$ cat config.mk
export PLATFORM = sky130hd
export DESIGN_NAME = fpcvt_sample_deser
export DESIGN_NICKNAME = d
export VERILOG_FILES = /design/src/rtl/fpcvt_sample_deser.sv
export SDC_FILE = /design/constraint.sdc
export NUM_CORES = 1
export LEC_CHECK = 0
export ABC_AREA = 1
export BUFFER_PORTS_ARGS = -buffer_cell sky130_fd_sc_hd__buf_2
export CAP_MARGIN = 20
export CELL_PAD_IN_SITES_DETAIL_PLACEMENT = 0
export CELL_PAD_IN_SITES_GLOBAL_PLACEMENT = 1
export CORE_ASPECT_RATIO = 0.75
export CORE_MARGIN = 2
export CORE_UTILIZATION = 45
export DETAILED_ROUTE_END_ITERATION = 8
export MAX_ROUTING_LAYER = met4
export PLACE_DENSITY_LB_ADDON = 0.05
export SLEW_MARGIN = 20
export SYNTH_ARGS = -nofsm -noshare
export SYNTH_HDL_FRONTEND = slang
export SYNTH_SLANG_ARGS = --single-unit
$ cat constraint.sdc
create_clock -name clk -period 3.8 [get_ports clk]
set_clock_uncertainty 0.1 [all_clocks]
set_input_delay 0.76 -clock clk [delete_from_list [all_inputs] [get_ports clk]]
set_output_delay 0.76 -clock clk [all_outputs]
set_load 0.01 [all_outputs]
$ cat src/rtl/fpcvt_sample_deser.sv
// Serial-to-parallel sample deserializer feeding the FP converter D input.
// Define FPCVT_DESER_PARITY_EN to append and check an even-parity bit per frame.
module fpcvt_sample_deser #(
    parameter int DATA_W = 12
) (
    input  logic              clk,
    input  logic              rst_n,
    input  logic              sdi,
    input  logic              sen,
    input  logic              rd_ack,
    output logic [DATA_W-1:0] d,
    output logic              d_valid,
    output logic              busy,
    output logic              frame_err,
    output logic              overrun,
    output logic              par_err
);

`ifdef FPCVT_DESER_PARITY_EN
    localparam int FRAME_LEN = DATA_W + 1;
`else
    localparam int FRAME_LEN = DATA_W;
`endif
    localparam int CNT_W = $clog2(FRAME_LEN + 1);

    typedef enum logic {
        IDLE,
        SHIFT
    } state_t;

    state_t            state_q, state_d;
    logic [CNT_W-1:0]  cnt_q, cnt_d;
    logic [DATA_W-1:0] sh_q, sh_d;
    logic [DATA_W-1:0] d_q, d_d;
    logic              dv_q, dv_d;
    logic              ferr_q, ferr_d;
    logic              ovr_q, ovr_d;

    logic [CNT_W-1:0]  cnt_nx;
    logic [DATA_W-1:0] base;
    logic [DATA_W-1:0] shifted;
    logic [DATA_W-1:0] word;
    logic              last;
    logic              par_ok;
    logic              perr_d;

    always_ff @(posedge clk or negedge rst_n) begin
        if (!rst_n) begin
            state_q <= IDLE;
            cnt_q   <= '0;
            sh_q    <= '0;
            d_q     <= '0;
            dv_q    <= 1'b0;
            ferr_q  <= 1'b0;
            ovr_q   <= 1'b0;
        end else begin
            state_q <= state_d;
            cnt_q   <= cnt_d;
            sh_q    <= sh_d;
            d_q     <= d_d;
            dv_q    <= dv_d;
            ferr_q  <= ferr_d;
            ovr_q   <= ovr_d;
        end
    end

    // A fresh frame starts from an empty register so IDLE needs no clear.
    always_comb begin
        cnt_nx  = (state_q == IDLE) ? CNT_W'(1) : cnt_q + CNT_W'(1);
        base    = (state_q == IDLE) ? '0 : sh_q;
        shifted = (base << 1) | DATA_W'(sdi);
        last    = sen && (cnt_nx == CNT_W'(FRAME_LEN));
    end

`ifdef FPCVT_DESER_PARITY_EN
    // The final bit is parity, so the data word is already complete in sh_q.
    assign word   = sh_q;
    assign par_ok = ((^sh_q) == sdi);
`else
    assign word   = shifted;
    assign par_ok = 1'b1;
`endif

    always_comb begin
        state_d = state_q;
        cnt_d   = cnt_q;
        sh_d    = sh_q;
        d_d     = d_q;
        dv_d    = dv_q;
        ferr_d  = 1'b0;
        ovr_d   = ovr_q;
        perr_d  = 1'b0;

        if (rd_ack && dv_q) begin
            dv_d = 1'b0;
        end

        if (sen) begin
            if (last) begin
                state_d = IDLE;
                cnt_d   = '0;
                sh_d    = '0;
                if (par_ok) begin
                    if (!dv_q || rd_ack) begin
                        d_d  = word;
                        dv_d = 1'b1;
                    end else begin
                        ovr_d = 1'b1;
                    end
                end else begin
                    perr_d = 1'b1;
                end
            end else begin
                state_d = SHIFT;
                cnt_d   = cnt_nx;
                sh_d    = shifted;
            end
        end else if (state_q == SHIFT) begin
            state_d = IDLE;
            cnt_d   = '0;
            sh_d    = '0;
            ferr_d  = 1'b1;
        end
    end

`ifdef FPCVT_DESER_PARITY_EN
    logic perr_q;

    always_ff @(posedge clk or negedge rst_n) begin
        if (!rst_n) begin
            perr_q <= 1'b0;
        end else begin
            perr_q <= perr_d;
        end
    end

    assign par_err = perr_q;
`else
    logic unused_perr;
    assign unused_perr = perr_d;
    assign par_err     = 1'b0;
`endif

    assign d         = d_q;
    assign d_valid   = dv_q;
    assign busy      = (state_q == SHIFT);
    assign frame_err = ferr_q;
    assign overrun   = ovr_q;

endmodule

# Word level (Yosys, flattened, before mapping)
# Cells that the tools add are included.
[op_classes]
n_addsub = 1
n_eq_ne = 1
mux = 16
n_bitwise = 2
n_reduce_logical = 7
[op_table]
columns = ["operator", "count"]
rows = [
  ["11-bit two-way mux", 4],
  ["4-bit two-way mux", 4],
  ["12-bit by 1-bit bitwise OR with 12-bit output", 1],
  ["1-bit two-way mux", 8],
  ["3-bit AND reduction", 2],
  ["4-bit by 1-bit adder with 4-bit output, second input constant", 1],
  ["4-bit == test, second input constant", 1],
  ["1-bit logical AND", 2],
  ["2-bit nonzero test", 1],
  ["1-bit logical NOT", 1],
  ["1-bit logical OR", 1],
  ["1-bit NOT", 1],
]
[word_totals]
regBits = 31
in_bits = 5
out_inout_bits = 17
word_cells = 34

# Depth between registers and ports, before layout
[logic_depth]
depth_word = 6
ltp_mapped = 9
mapped_depth_nobuf = 7

# Worst setup path after synthesis
# No wires, ideal clock.
[synth_timing]
path_kind = "in2reg"
startpoint = "in sen"
endpoint = "reg cnt_q[3]"
setup_time_ns = 0.074
arrival_ns = 1.430
required_ns = 3.626
slack_ns = 2.196
cell_stages = 5
path_buffers = 2
path_cell_list = "buf_4 > nor2_1 > buf_2 > nand2_1 > o21ai_2"
[synth_via]
elab_chain_cells = 3
word_cells_on_any_way = 4
classes_between = "mux (2); reduce/logical (2)"
[synth_lines]
columns = ["item", "line_no", "source"]
rows = [
  ["start, declared", "9", "input logic sen,"],
  ["1-bit logical AND", "72", "last = sen && (cnt_nx == CNT_W'(FRAME_LEN));"],
  ["4-bit two-way mux", "99", "if (last) begin"],
  ["4-bit two-way mux", "98", "if (sen) begin"],
  ["end signal, assigned", "58", "cnt_q <= cnt_d;"],
  ["end, declared", "32", "logic [CNT_W-1:0] cnt_q, cnt_d;"],
]
# Several ways; a longest one is shown, not always the timed one.
# A chain may end at the register's enable or synchronous reset.

# Final worst setup path
[layout_timing]
startpoint = "reg state_q, in the netlist busy"
endpoint = "out busy"
[layout_lines]
columns = ["item", "line_no", "source"]
rows = [
  ["start, declared", "31", "state_t state_q, state_d;"],
  ["start signal, assigned", "57", "state_q <= state_d;"],
  ["end, declared", "13", "output logic busy,"],
]
# No word-level cell between the ends.

==> summary.md <==
| Metric | Value |
|---|---|
| Status | completed |
| Fillers | approximately 300 |
| CTS Hold Bufs | 0 |
| H-tree levels | 2 |
| Crit path cell chain | buf_2 |
| Adder-Cell Fraction of Synth Area | 0.00857 |
| Reg clk slew, reported paths | about 60 ps |
| First-pass DRT Iterations | 4 |
| CTS resizes | 0 |
| Global-route wire length before repair | between 4 and 5 mm |
| Largest net degree at the start of global routing | 32 |
| FFs w/ async S/R, synth | 1.00 |
| Slew margin rel. | 0.445 |
| Dominant cells by area after synthesis | dfrtp_1 (53%), nand2_1 (14%), nand4_1 (5.6%) |
| Synth Area in Compound Gates | 0.0814 |
| Chip height | roughly 53 um |
| RR Startpoint | busy |
| CTS root buffer | clkbuf_8 |
| Mean post-synth cell area | around 9.0 sq um |
| Final antenna-violating net count | 0 |
| DIE WIDTH | ~70 um |
| Primary FF master, synth | dfrtp_1 |
| Worst R2R Path Depth | 7 |
| RSZ-0062 raised after global routing | no |
| Residual DRC count | 0 |
| EDFF count, synth | 0 |
| N_diodes | 0 |
| Worst-Skew Late Latency | around 270 ps |
| Total gr overflow | 0 |
| Leading area contributor after synthesis | dfrtp_1 |
| DPL Wire Length | between 1.5 and 2 mm |
| CP startpoint kind | register |
| WP buf/inv | 1 |
| Synth Area in XOR/XNOR | 0.0120 |
| CTS tree | built |
| Simple-gate share of the synthesized area | 0.259 |
| LEAKAGE | between 0.9 and 1 nW |
| Register area | 776 sq um |
| WL final | around 2.7 mm |
| Multiplexer share of the synthesized area | 0 |
| Max incr delay on CP | 750 ps |
| Setup Fix Bufs, Post-CTS | 0 |
| Total I/O pin count | 22 |
| CP max FO | 19 |
| Worst hold path type | register to register |
| Min-delay src | d[1] |
| Initial drt markers | just over 50 |
| Hold Path End | d[1] |
| Mapped Cells | between 150 and 200 |
| Num rows | 17 |
| Initial core utilization | 0.483 |
| Peak VDD IR | 0.204 mV |
| Synth warnings | 0 |
| CTS buffer count | 5 |
| Cell Area, Synth | between 0.001 and 0.0015 sq mm |
| Layout Nets | 186 |
| Post-synth top area share | 0.531 |
| TritonCTS sink count | 31 |
| Largest family of logic cells by synthesized area | simple AND/OR/NAND/NOR gates |
| Final Cycle Share | 0.560 |
| FMAX | 470 MHz |
| Most frequent cells in the layout | nand2_1 (56), dfrtp_1 (31), inv_1 (20), buf_2 (20), nand4_1 (13) |
| Core box area | between 0.003 and 0.004 sq mm |
| # port buffers | 20 |
| Reg-to-reg endpoint | sh_q[6] |
| Multi-input gate area | between 500 and 600 sq um |
| CP endpoint kind | output port |
| Setup violators final | 0 |
| Routed len/inst | about 12 um |
| Routability cong. | approximately 0.76 |
| PwrDens | roughly 380 mW/mm^2 |
| Pwr Total | just over 600 uW |
| Setup total negative slack | 0 ps |
| Max-slew violation count | 0 |
| Seq/Total Area, Yosys | 0.531 |
| # Max-Cap Violations | 0 |
| FF+latch count, synth | 31 |
| Total track usage | 0.173 |
| Layout cells sized above 1 | 0.235 |
| Worst Path Required | about 3000 ps |
| Longest Clk Path Bufs | 2 |
| Area Growth Syn to Fin | 9.68% |
| CP Data Arrival Time | 1270 ps |
| Initial antenna violation count | 0 |
| Worst-margin pin slew | between 800 and 900 ps |
| CP Class | register to output port |
| Die footprint | about 0.0037 sq mm |
| Most common cell after layout, fill and taps aside | nand2_1 |
| CP top delay family | flip-flops |
| Hold depth | 2 |
| Synthesized Nets | about 170 |
| Placed Cells | 211 |
| DR vias/cell | between 4 and 5 |
| Via count | ~1000 |
| Finished Layout Cells | 217 |
| Hold Fails Final Rpt | 0 |
| Fin crit period | between 2000 and 2500 ps |
| Post-synth cell types | 22 |
| Register-to-Register Setup Slack | 1850 ps |
| Slowest cell on the critical path | dfrtp_1 |
| Vias in the first global route | 970 |
[Yosys cell counts, types with 2 or more instances]
cell,n
buf_2,3
buf_4,4
buf_6,3
dfrtp_1,31
inv_1,20
nand2_1,56
nand2_2,2
nand3_1,2
nand4_1,13
nor2_1,3
nor2_2,3
o21ai_0,5
o21ai_2,9
[routing by layer]
layer	GRT usage	vias to the layer above	routed length [um]
met4	0.0577	0	0
li1	-	544	-
met1	0.251	464	1450
met2	0.230	28	1050
met3	0.0476	0	151
met5	-	-	0
[sequential cells by signal (all words and copies together), names as in the netlist]
signal	flops
frame_err	1
busy	1
sh_q	11
overrun	1
d_valid	1
d	12
cnt_q	4
[where the power goes]
part / leakage, nW / switching (mW) / internal, mW / total, mW
Combinational: 0.462 / 0.0275 / 0.0126 / 0.0401
Clock: 0.0371 / 0.102 / 0.122 / 0.224
Sequential: 0.424 / 0.00942 / 0.337 / 0.346
[logic make-up (layout without fill, tap and decap cells)]
group | Yosys count | after routing
simple gates | 82 | 82
flops | 31 | 31
buf+inv | 30 | 46
compound gates | 16 | 16
xor+xnor | 2 | 2
fa+ha+maj | 1 | 1
other cells | 1 | 1
[worst max path at each step]
stage          start        to  cells past startpoint
3_5_place_dp     sen   sh_q[4]                      4
4_1_cts         busy      busy                      1
5_1_grt         busy      busy                      1
3_3_place_gp     sen   sh_q[1]                      4
2_1_floorplan    sen  cnt_q[3]                      5
6_report        busy      busy                      1
[cell type report]
class | count | area share
clock buffer | 6 | 0.0453
inverter | 20 | 0.0469
multi-input combinational | 102 | 0.331
sequential | 31 | 0.484
tap | 38 | 0.0297
timing repair buffer | 20 | 0.0625
[per-stage QoR]
| stage | hold WS (ps) | area (sq um) | setup WS [ps] | util |
|---|---|---|---|---|
| 3_5_place_dp | 353 | 1530 | 1710 | 0.506 |
| 3_3_place_gp | 350 | 1530 | 1750 | 0.506 |
| 2_1_floorplan | 353 | 1460 | 2200 | - |
| 4_1_cts | 368 | 1600 | 1670 | 0.530 |
| 5_1_grt | 389 | 1600 | 1600 | 0.530 |
| 6_report | 362 | 1600 | 1670 | 0.530 |
No activity file was read; power rests on OpenSTA's default activity.
